## config.mk

```make
export PLATFORM = sky130hd
export DESIGN_NAME = spi_master_cfg
export DESIGN_NICKNAME = d
export VERILOG_FILES = /design/src/rtl/spi_master_cfg.sv
export SDC_FILE = /design/constraint.sdc
export NUM_CORES = 1
export LEC_CHECK = 0
export BUFFER_PORTS_ARGS = -buffer_cell sky130_fd_sc_hd__buf_2
export CORE_AREA = 2 2 84 86
export CTS_CLUSTER_DIAMETER = 80
export DETAILED_ROUTE_END_ITERATION = 10
export DIE_AREA = 0 0 86 88
export PLACE_DENSITY = 0.71
export SLEW_MARGIN = 20
export SYNTH_ARGS = -nofsm -noshare
export SYNTH_HDL_FRONTEND = slang
export SYNTH_SLANG_ARGS = --single-unit
export TNS_END_PERCENT = 20
```

## constraint.sdc

```tcl
create_clock -name clk -period 2.6 [get_ports clk]
set_input_delay 0.52 -clock clk [delete_from_list [all_inputs] [get_ports clk]]
set_output_delay 0.52 -clock clk [all_outputs]
set_load 0.02 [all_outputs]
```

## src/rtl/spi_master_cfg.sv

```systemverilog
// Parametrised SPI master: runtime SCLK divider, all CPOL/CPHA modes, MSB/LSB-first, one-hot CS.
// One word per start/ready handshake; the received word is returned with a one-cycle done pulse.
module spi_master_cfg #(
  parameter int DATA_W = 8,
  parameter int NUM_CS = 4,
  parameter int DIV_W  = 8,
  localparam int CS_W  = (NUM_CS > 1) ? $clog2(NUM_CS) : 1
) (
  input  logic              clk,
  input  logic              reset_n,
  input  logic              start,
  output logic              ready,
  input  logic [DATA_W-1:0] tx_data,
  input  logic [CS_W-1:0]   cs_sel,
  input  logic              cpol,
  input  logic              cpha,
  input  logic              lsb_first,
  input  logic [DIV_W-1:0]  clk_div,
  input  logic              miso,
  output logic              sclk,
  output logic              mosi,
  output logic [NUM_CS-1:0] cs_n,
  output logic [DATA_W-1:0] rx_data,
  output logic              done,
  output logic              busy
);
  localparam int EW = $clog2(DATA_W) + 1;
  localparam logic [EW-1:0] LAST_HALF = EW'(2 * DATA_W - 1);

  // IDLE: ready | SETUP: CS low, SCLK idle | XFER: 2*DATA_W half-periods | HOLD: CS held, SCLK idle
  typedef enum logic [1:0] {IDLE, SETUP, XFER, HOLD} state_t;

  state_t            state;
  logic [DIV_W-1:0]  div_q;
  logic [DIV_W-1:0]  half_cnt;
  logic [EW-1:0]     edge_cnt;
  logic              cpol_q;
  logic              cpha_q;
  logic              lsb_q;
  logic [DATA_W-1:0] tx_sh;
  logic [DATA_W-1:0] rx_sh;

  logic              half_tc;
  logic              trailing;
  logic              last_trailing;
  logic              tx_head;
  logic [DATA_W-1:0] tx_rest;
  logic [DATA_W-1:0] rx_next;
  logic              acc_head;
  logic [DATA_W-1:0] acc_rest;
  logic [NUM_CS-1:0] cs_dec;

  // edge_cnt counts remaining half-periods down; an odd count means the next toggle is a trailing edge
  assign half_tc       = (half_cnt == '0);
  assign trailing      = edge_cnt[0];
  assign last_trailing = (edge_cnt == EW'(1));
  assign tx_head       = lsb_q ? tx_sh[0] : tx_sh[DATA_W-1];
  assign tx_rest       = lsb_q ? (tx_sh >> 1) : (tx_sh << 1);
  assign rx_next       = lsb_q ? {miso, rx_sh[DATA_W-1:1]} : {rx_sh[DATA_W-2:0], miso};
  assign acc_head      = lsb_first ? tx_data[0] : tx_data[DATA_W-1];
  assign acc_rest      = lsb_first ? (tx_data >> 1) : (tx_data << 1);

  always_comb begin
    cs_dec = '1;
    for (int i = 0; i < NUM_CS; i++) begin
      cs_dec[i] = (cs_sel != CS_W'(i));
    end
  end

  always_ff @(posedge clk or negedge reset_n) begin
    if (!reset_n) begin
      state    <= IDLE;
      div_q    <= '0;
      half_cnt <= '0;
      edge_cnt <= '0;
      cpol_q   <= 1'b0;
      cpha_q   <= 1'b0;
      lsb_q    <= 1'b0;
      tx_sh    <= '0;
      rx_sh    <= '0;
      sclk     <= 1'b0;
      mosi     <= 1'b0;
      cs_n     <= '1;
      rx_data  <= '0;
      done     <= 1'b0;
      busy     <= 1'b0;
      ready    <= 1'b1;
    end else begin
      done <= 1'b0;
      case (state)
        IDLE: begin
          sclk <= cpol;
          mosi <= 1'b0;
          if (start) begin
            state    <= SETUP;
            ready    <= 1'b0;
            busy     <= 1'b1;
            cs_n     <= cs_dec;
            div_q    <= clk_div;
            half_cnt <= clk_div;
            edge_cnt <= LAST_HALF;
            cpol_q   <= cpol;
            cpha_q   <= cpha;
            lsb_q    <= lsb_first;
            rx_sh    <= '0;
            if (cpha) begin
              tx_sh <= tx_data;
            end else begin
              mosi  <= acc_head;
              tx_sh <= acc_rest;
            end
          end
        end
        SETUP: begin
          if (half_tc) begin
            half_cnt <= div_q;
            state    <= XFER;
            sclk     <= ~cpol_q;
            if (cpha_q) begin
              mosi  <= tx_head;
              tx_sh <= tx_rest;
            end else begin
              rx_sh <= rx_next;
            end
          end else begin
            half_cnt <= half_cnt - DIV_W'(1);
          end
        end
        XFER: begin
          if (half_tc) begin
            half_cnt <= div_q;
            if (edge_cnt == '0) begin
              state <= HOLD;
            end else begin
              edge_cnt <= edge_cnt - EW'(1);
              sclk     <= ~sclk;
              // cpha=0 samples on leading edges, cpha=1 on trailing; the other edge shifts mosi
              if (trailing == cpha_q) begin
                rx_sh <= rx_next;
              end else if (!last_trailing) begin
                mosi  <= tx_head;
                tx_sh <= tx_rest;
              end
            end
          end else begin
            half_cnt <= half_cnt - DIV_W'(1);
          end
        end
        HOLD: begin
          if (half_tc) begin
            state   <= IDLE;
            cs_n    <= '1;
            rx_data <= rx_sh;
            done    <= 1'b1;
            busy    <= 1'b0;
            ready   <= 1'b1;
            mosi    <= 1'b0;
            sclk    <= cpol;
          end else begin
            half_cnt <= half_cnt - DIV_W'(1);
          end
        end
        default: state <= IDLE;
      endcase
    end
  end

endmodule

```

==> impl_metrics.json, run 1 <==
{
  "power_switching_mw": 2.132,
  "rsz0062_at_grt": "no",
  "vias_per_cell": 5.870,
  "crit_slowest_cell": "or4b_4",
  "syn_to_final_growth_pct": 16.49,
  "cts_buffers": 9,
  "nets": 401,
  "grt-ovfl-total": 0,
  "synth-main-ff-cell": "dfrtp_1",
  "grt_util_all_layers": 0.2073,
  "post-route-period-util": 0.9469,
  "critPathBufInv": 1,
  "dpl.hpwl_mm": 5.037,
  "grt_pass1_wl_mm": 12.47,
  "m1WireLength_mm": 3.347,
  "drv_slew": 0,
  "top_layer": "met4",
  "wl_met2_mm": 3.266,
  "syn_nets": 355,
  "drive_gt1_frac": 0.3137,
  "io_pins": 42,
  "tns_ps": 0,
  "yosys_warnings": 0,
  "portBuffers": 41,
  "path_max_fanout": 8,
  "die_area_um2": 7568,
  "drt_iter0_markers": 179,
  "layout_common_cells": "53 x dfrtp_1, 41 x buf_2, 23 x mux2i_1",
  "clock_latency_ps": 340,
  "r2r_start": "half_cnt[0]",
  "clock.fmax_mhz": 406.2,
  "clock_path_buffers": 2,
  "wl_mm": 7.186,
  "maxCapViolations": 0,
  "required_ps": 2820,
  "cp.arrival_ps": 2680,
  "cts_tree": "done",
  "r2r_cells": 7,
  "p_total_mw": 5.354,
  "finalSetupViolCount": 0,
  "post_cts_buffers": 0,
  "postSynth.asyncResetShare": 1.000,
  "cts_resized": 0,
  "skew_ps": 9.389,
  "path_cells": "inv_1, ha_1, or4b_4, nor2_8, o21ai_2, a221o_1, mux2_4",
  "final_cell_area_um2": 3941,
  "status": "complete, no violations",
  "startpoint_type": "flop",
  "postPlaceCellArea_um2": 3692,
  "wire_per_inst_um": 15.86,
  "r2r_slack_ps": 140,
  "hold-worst-slack_ps": 189.0,
  "relSlewSlack": 0.4081,
  "dp_cells": 437,
  "mappedNetlistArea_um2": 3383,
  "switching_share": 0.3982,
  "fin_util": 0.5932,
  "via_count": 2659,
  "worst_setup_hold_path_clk_slew_ps": 80,
  "cp-end-kind": "flop",
  "syn-instance-count": 322,
  "p_int_mw": 3.222,
  "power_frac_comb": 0.502,
  "powerDensity_nw_per_um2": 1358,
  "fin_cells": 453,
  "reg2reg_to": "rx_sh[0]",
  "gp_congestion": 0.8661,
  "cts.sink_count": 58,
  "layout_commonest_cell": "dfrtp_1",
  "clkPwrFrac": 0.194,
  "start_util": 0.5092,
  "grt_max_degree": 28,
  "drc": 0,
  "post-place-ws_ps": 155.0,
  "hold_buffers": 0,
  "p_leak_nw": 1.868,
  "dieHeight_um": 88,
  "syn_area_per_cell_um2": 10.51,
  "ir_drop_mv": 0.7757,
  "ys_types": 48,
  "grt_antenna_before_repair": 0,
  "worst-setup-path-type": "flop to flop",
  "routed-wl-met3_um": 474,
  "clockRootBuffer": "clkbuf_8",
  "n_antenna_cell": 0,
  "synth_edf_count": 0,
  "setup_slack_ps": 138.1,
  "core-area_um2": 6644,
  "ys_ff_latch": 58,
  "hold_violations": 0,
  "grt_pass1_vias": 2590,
  "hp-class": "primary input to asynchronous set/reset pin",
  "row_count": 30,
  "finalCriticalPeriod_ps": 2462,
  "ant_nets": 0,
  "fp.dieW_um": 86,
  "pwr-share-seq": 0.304,
  "critPathTopFamily": "simple AND/OR/NAND/NOR gates",
  "cts_max_level": 3,
  "worst_pin_slew_ps": 887.8,
  "first_pass_iters": 4,
  "max_stage_delay_ps": 560,
  "yosysSeqAreaShare": 0.4308
}
cell type report:
class	instances	area, µm²
multi-input cells	226	1757
clock buffers	9	123.9
repair buffers	55	310.3
clock inverters	7	125.1
well taps	80	100.1
inverters	18	67.56
flip-flops and latches	58	1458
fillers	564	2703
cells by family (layout without fill, tap and decap cells):
group	count (synthesis)	in the layout	synth area share
fa+ha+maj	8	8	0.02959
compound gates	80	80	0.1583
simple gates	76	76	0.1172
xor+xnor	2	2	0.005178
mux	60	60	0.2090
buf+inv	38	89	0.04993
flops	58	58	0.4308
Yosys cell counts (2+ instances only):
cell type	instances	area, µm²
a211oi_1	9	67.56
a21oi_1	14	70.07
a221oi_1	5	43.79
a22o_1	3	26.28
a22oi_1	3	22.52
a31oi_1	2	12.51
buf_1	3	11.26
buf_6	3	33.78
clkbuf_1	13	48.80
dfrtp_1	53	1326
dfstp_2	5	131.4
ha_1	8	100.1
inv_1	18	67.56
mux2_2	21	236.5
mux2_4	16	240.2
mux2i_1	23	230.2
nand2_1	14	52.55
nand3_1	9	45.04
nand3b_1	2	15.01
nor2_1	21	78.83
nor2b_1	9	56.30
nor3_1	9	45.04
nor3b_1	2	15.01
nor4_1	2	12.51
o21ai_0	21	105.1
o221ai_1	2	17.52
o22a_1	3	26.28
o22ai_1	4	25.02
o2bb2ai_1	2	17.52
o31ai_1	5	37.54
worst register-to-register path, cell delays in order, from the launching register on:
cell and delay (ps):
dfrtp_1 410, inv_1 100, ha_1 230, or4b_4 560
nor2_8 140, o21ai_2 70, a221o_1 470, mux2_4 360
per-layer routing:
| metal | global-route usage | up-vias |
|---|---|---|
| met3 | 0.04524 | 9 |
| li1 | - | 1277 |
| met1 | 0.2917 | 1275 |
| met2 | 0.3115 | 98 |
| met5 | 0 | - |
| met4 | 0.08514 | 0 |
power by group through the flow:
| stage | registers (mW) | logic (mW) | clock network (mW) |
|---|---|---|---|
| floorplan | 1.60 | 2.13 | 0 |
| global placement | 1.63 | 2.63 | 0 |
| detailed placement | 1.63 | 2.67 | 0 |
| CTS | 1.62 | 2.68 | 1.06 |
| global route | 1.69 | 2.96 | 1.10 |
| finish | 1.63 | 2.69 | 1.04 |
worst max-delay path by stage:
stage,slack [ps],from,depth (start not counted),end
finish,140,half_cnt[0],7,rx_sh[0]
CTS,150,half_cnt[0],7,rx_sh[0]
global placement,210,half_cnt[0],7,rx_sh[4]
global route,0.7,half_cnt[0],7,rx_sh[2]
detailed placement,150,half_cnt[0],7,rx_sh[6]
floorplan,290,half_cnt[0],9,rx_sh[0]
sequential cells by signal (all words and copies together), names as in the netlist:
name and count:
cpha_q 1, cs_n 4, busy 1, rx_data 8, lsb_q 1, sclk 1
state 2, cpol_q 1, tx_sh 8, done 1, rx_sh 8, ready 1
edge_cnt 4, div_q 8, half_cnt 8, mosi 1
(Power assumes the default switching activity.)
==> inputs of run 2 (changes only) <==
clock period = 3.2 ns   (was 2.6 ns; I/O delays follow)
==> impl_metrics.json, run 2 (same netlist as run 1, synthesis figures left out) <==
{
  "gp_congestion": 0.9009,
  "layout_commonest_cell": "dfrtp_1",
  "cts.sink_count": 58,
  "hold_buffers": 0,
  "drive_gt1_frac": 0.3005,
  "die_area_um2": 7568,
  "n_antenna_cell": 0,
  "start_util": 0.5092,
  "clock_path_buffers": 2,
  "path_max_fanout": 7,
  "powerDensity_nw_per_um2": 1084,
  "drt_iter0_markers": 194,
  "fp.dieW_um": 86,
  "fin_cells": 446,
  "io_pins": 42,
  "cp.arrival_ps": 2970,
  "status": "complete, no violations",
  "cp-end-kind": "flop",
  "rsz0062_at_grt": "no",
  "first_pass_iters": 4,
  "tns_ps": 0,
  "wl_mm": 7.330,
  "ant_nets": 0,
  "cts_tree": "done",
  "grt-ovfl-total": 0,
  "dpl.hpwl_mm": 5.117,
  "vias_per_cell": 5.883,
  "cts_buffers": 9,
  "via_count": 2624,
  "worst-setup-path-type": "flop to flop",
  "p_leak_nw": 1.807,
  "portBuffers": 41,
  "dp_cells": 430,
  "worst_pin_slew_ps": 890.1,
  "hp-class": "primary input to asynchronous set/reset pin",
  "fin_util": 0.5782,
  "worst_setup_hold_path_clk_slew_ps": 80,
  "nets": 394,
  "post-route-period-util": 0.8464,
  "clock.fmax_mhz": 369.2,
  "finalSetupViolCount": 0,
  "clock_latency_ps": 350,
  "grt_util_all_layers": 0.2104,
  "post_cts_buffers": 0,
  "required_ps": 3460,
  "syn_to_final_growth_pct": 13.54,
  "ir_drop_mv": 0.5414,
  "dieHeight_um": 88,
  "core-area_um2": 6644,
  "maxCapViolations": 0,
  "startpoint_type": "flop",
  "relSlewSlack": 0.4066,
  "wire_per_inst_um": 16.43,
  "row_count": 30,
  "grt_pass1_wl_mm": 12.40,
  "hold_violations": 0,
  "finalCriticalPeriod_ps": 2708,
  "drc": 0,
  "clockRootBuffer": "clkbuf_8",
  "drv_slew": 0,
  "cts_resized": 0,
  "grt_pass1_vias": 2536,
  "skew_ps": 13.63,
  "grt_antenna_before_repair": 0,
  "hold-worst-slack_ps": 301.6,
  "grt_max_degree": 28,
  "layout_common_cells": "53 x dfrtp_1, 41 x buf_2, 23 x mux2i_1",
  "cts_max_level": 3
}
## run 2: through the flow
step	instance area, µm²	power (mW)	setup WS [ps]
finish	3841	4.165	491.6
global route	3841	4.470	151.0
global placement	3640	3.409	703.5
floorplan	3383	3.030	887.4
detailed placement	3640	3.462	549.2
CTS	3841	4.164	521.2
## run 2: cell type report
class                   instances  area [µm²]
clock inverters                 6       63.81
well taps                      80       100.1
inverters                      18       67.56
fillers                       568        2803
flip-flops and latches         58        1458
multi-input cells             226        1757
repair buffers                 48       257.7
clock buffers                  10       137.6
## run 2: worst max-delay path: stages (launching register included)
cell,delay (ps)
dfrtp_1,410
inv_1,110
ha_1,260
nor4b_1,560
nand2_1,340
a211oi_1,690
nor2_1,90
a21oi_1,180
## run 2: worst paths after layout
| path | start | to | slack [ps] | cells past startpoint |
|---|---|---|---|---|
| worst max register to register | half_cnt[0] | cs_n[2] | 490 | 7 |
| max in group asynchronous | reset_n | cs_n[0] | 2190 | 2 |
| worst min-delay path | reset_n | half_cnt[4] | 300 | 1 |
| worst min register to register | rx_data[3] | rx_data[3] | 500 | 1 |
| min in group clk | cs_sel[1] | cs_n[2] | 480 | 2 |
| worst max-delay path | half_cnt[0] | cs_n[2] | 490 | 7 |
## run 2: where the power goes
group,total (mW),leakage (nW),switching (mW),internal (mW)
sequential,1.35,0.711,0.300,1.05
clock,0.693,0.0987,0.313,0.380
combinational,2.13,0.997,1.12,1.00
total,4.16,1.81,1.74,2.43
## run 2: routing by layer
| metal | global-route usage | wire, µm |
|---|---|---|
| met5 | 0 | 0 |
| met4 | 0.07648 | 96 |
| met3 | 0.05655 | 400 |
| met2 | 0.3206 | 3388 |
| met1 | 0.2896 | 3444 |
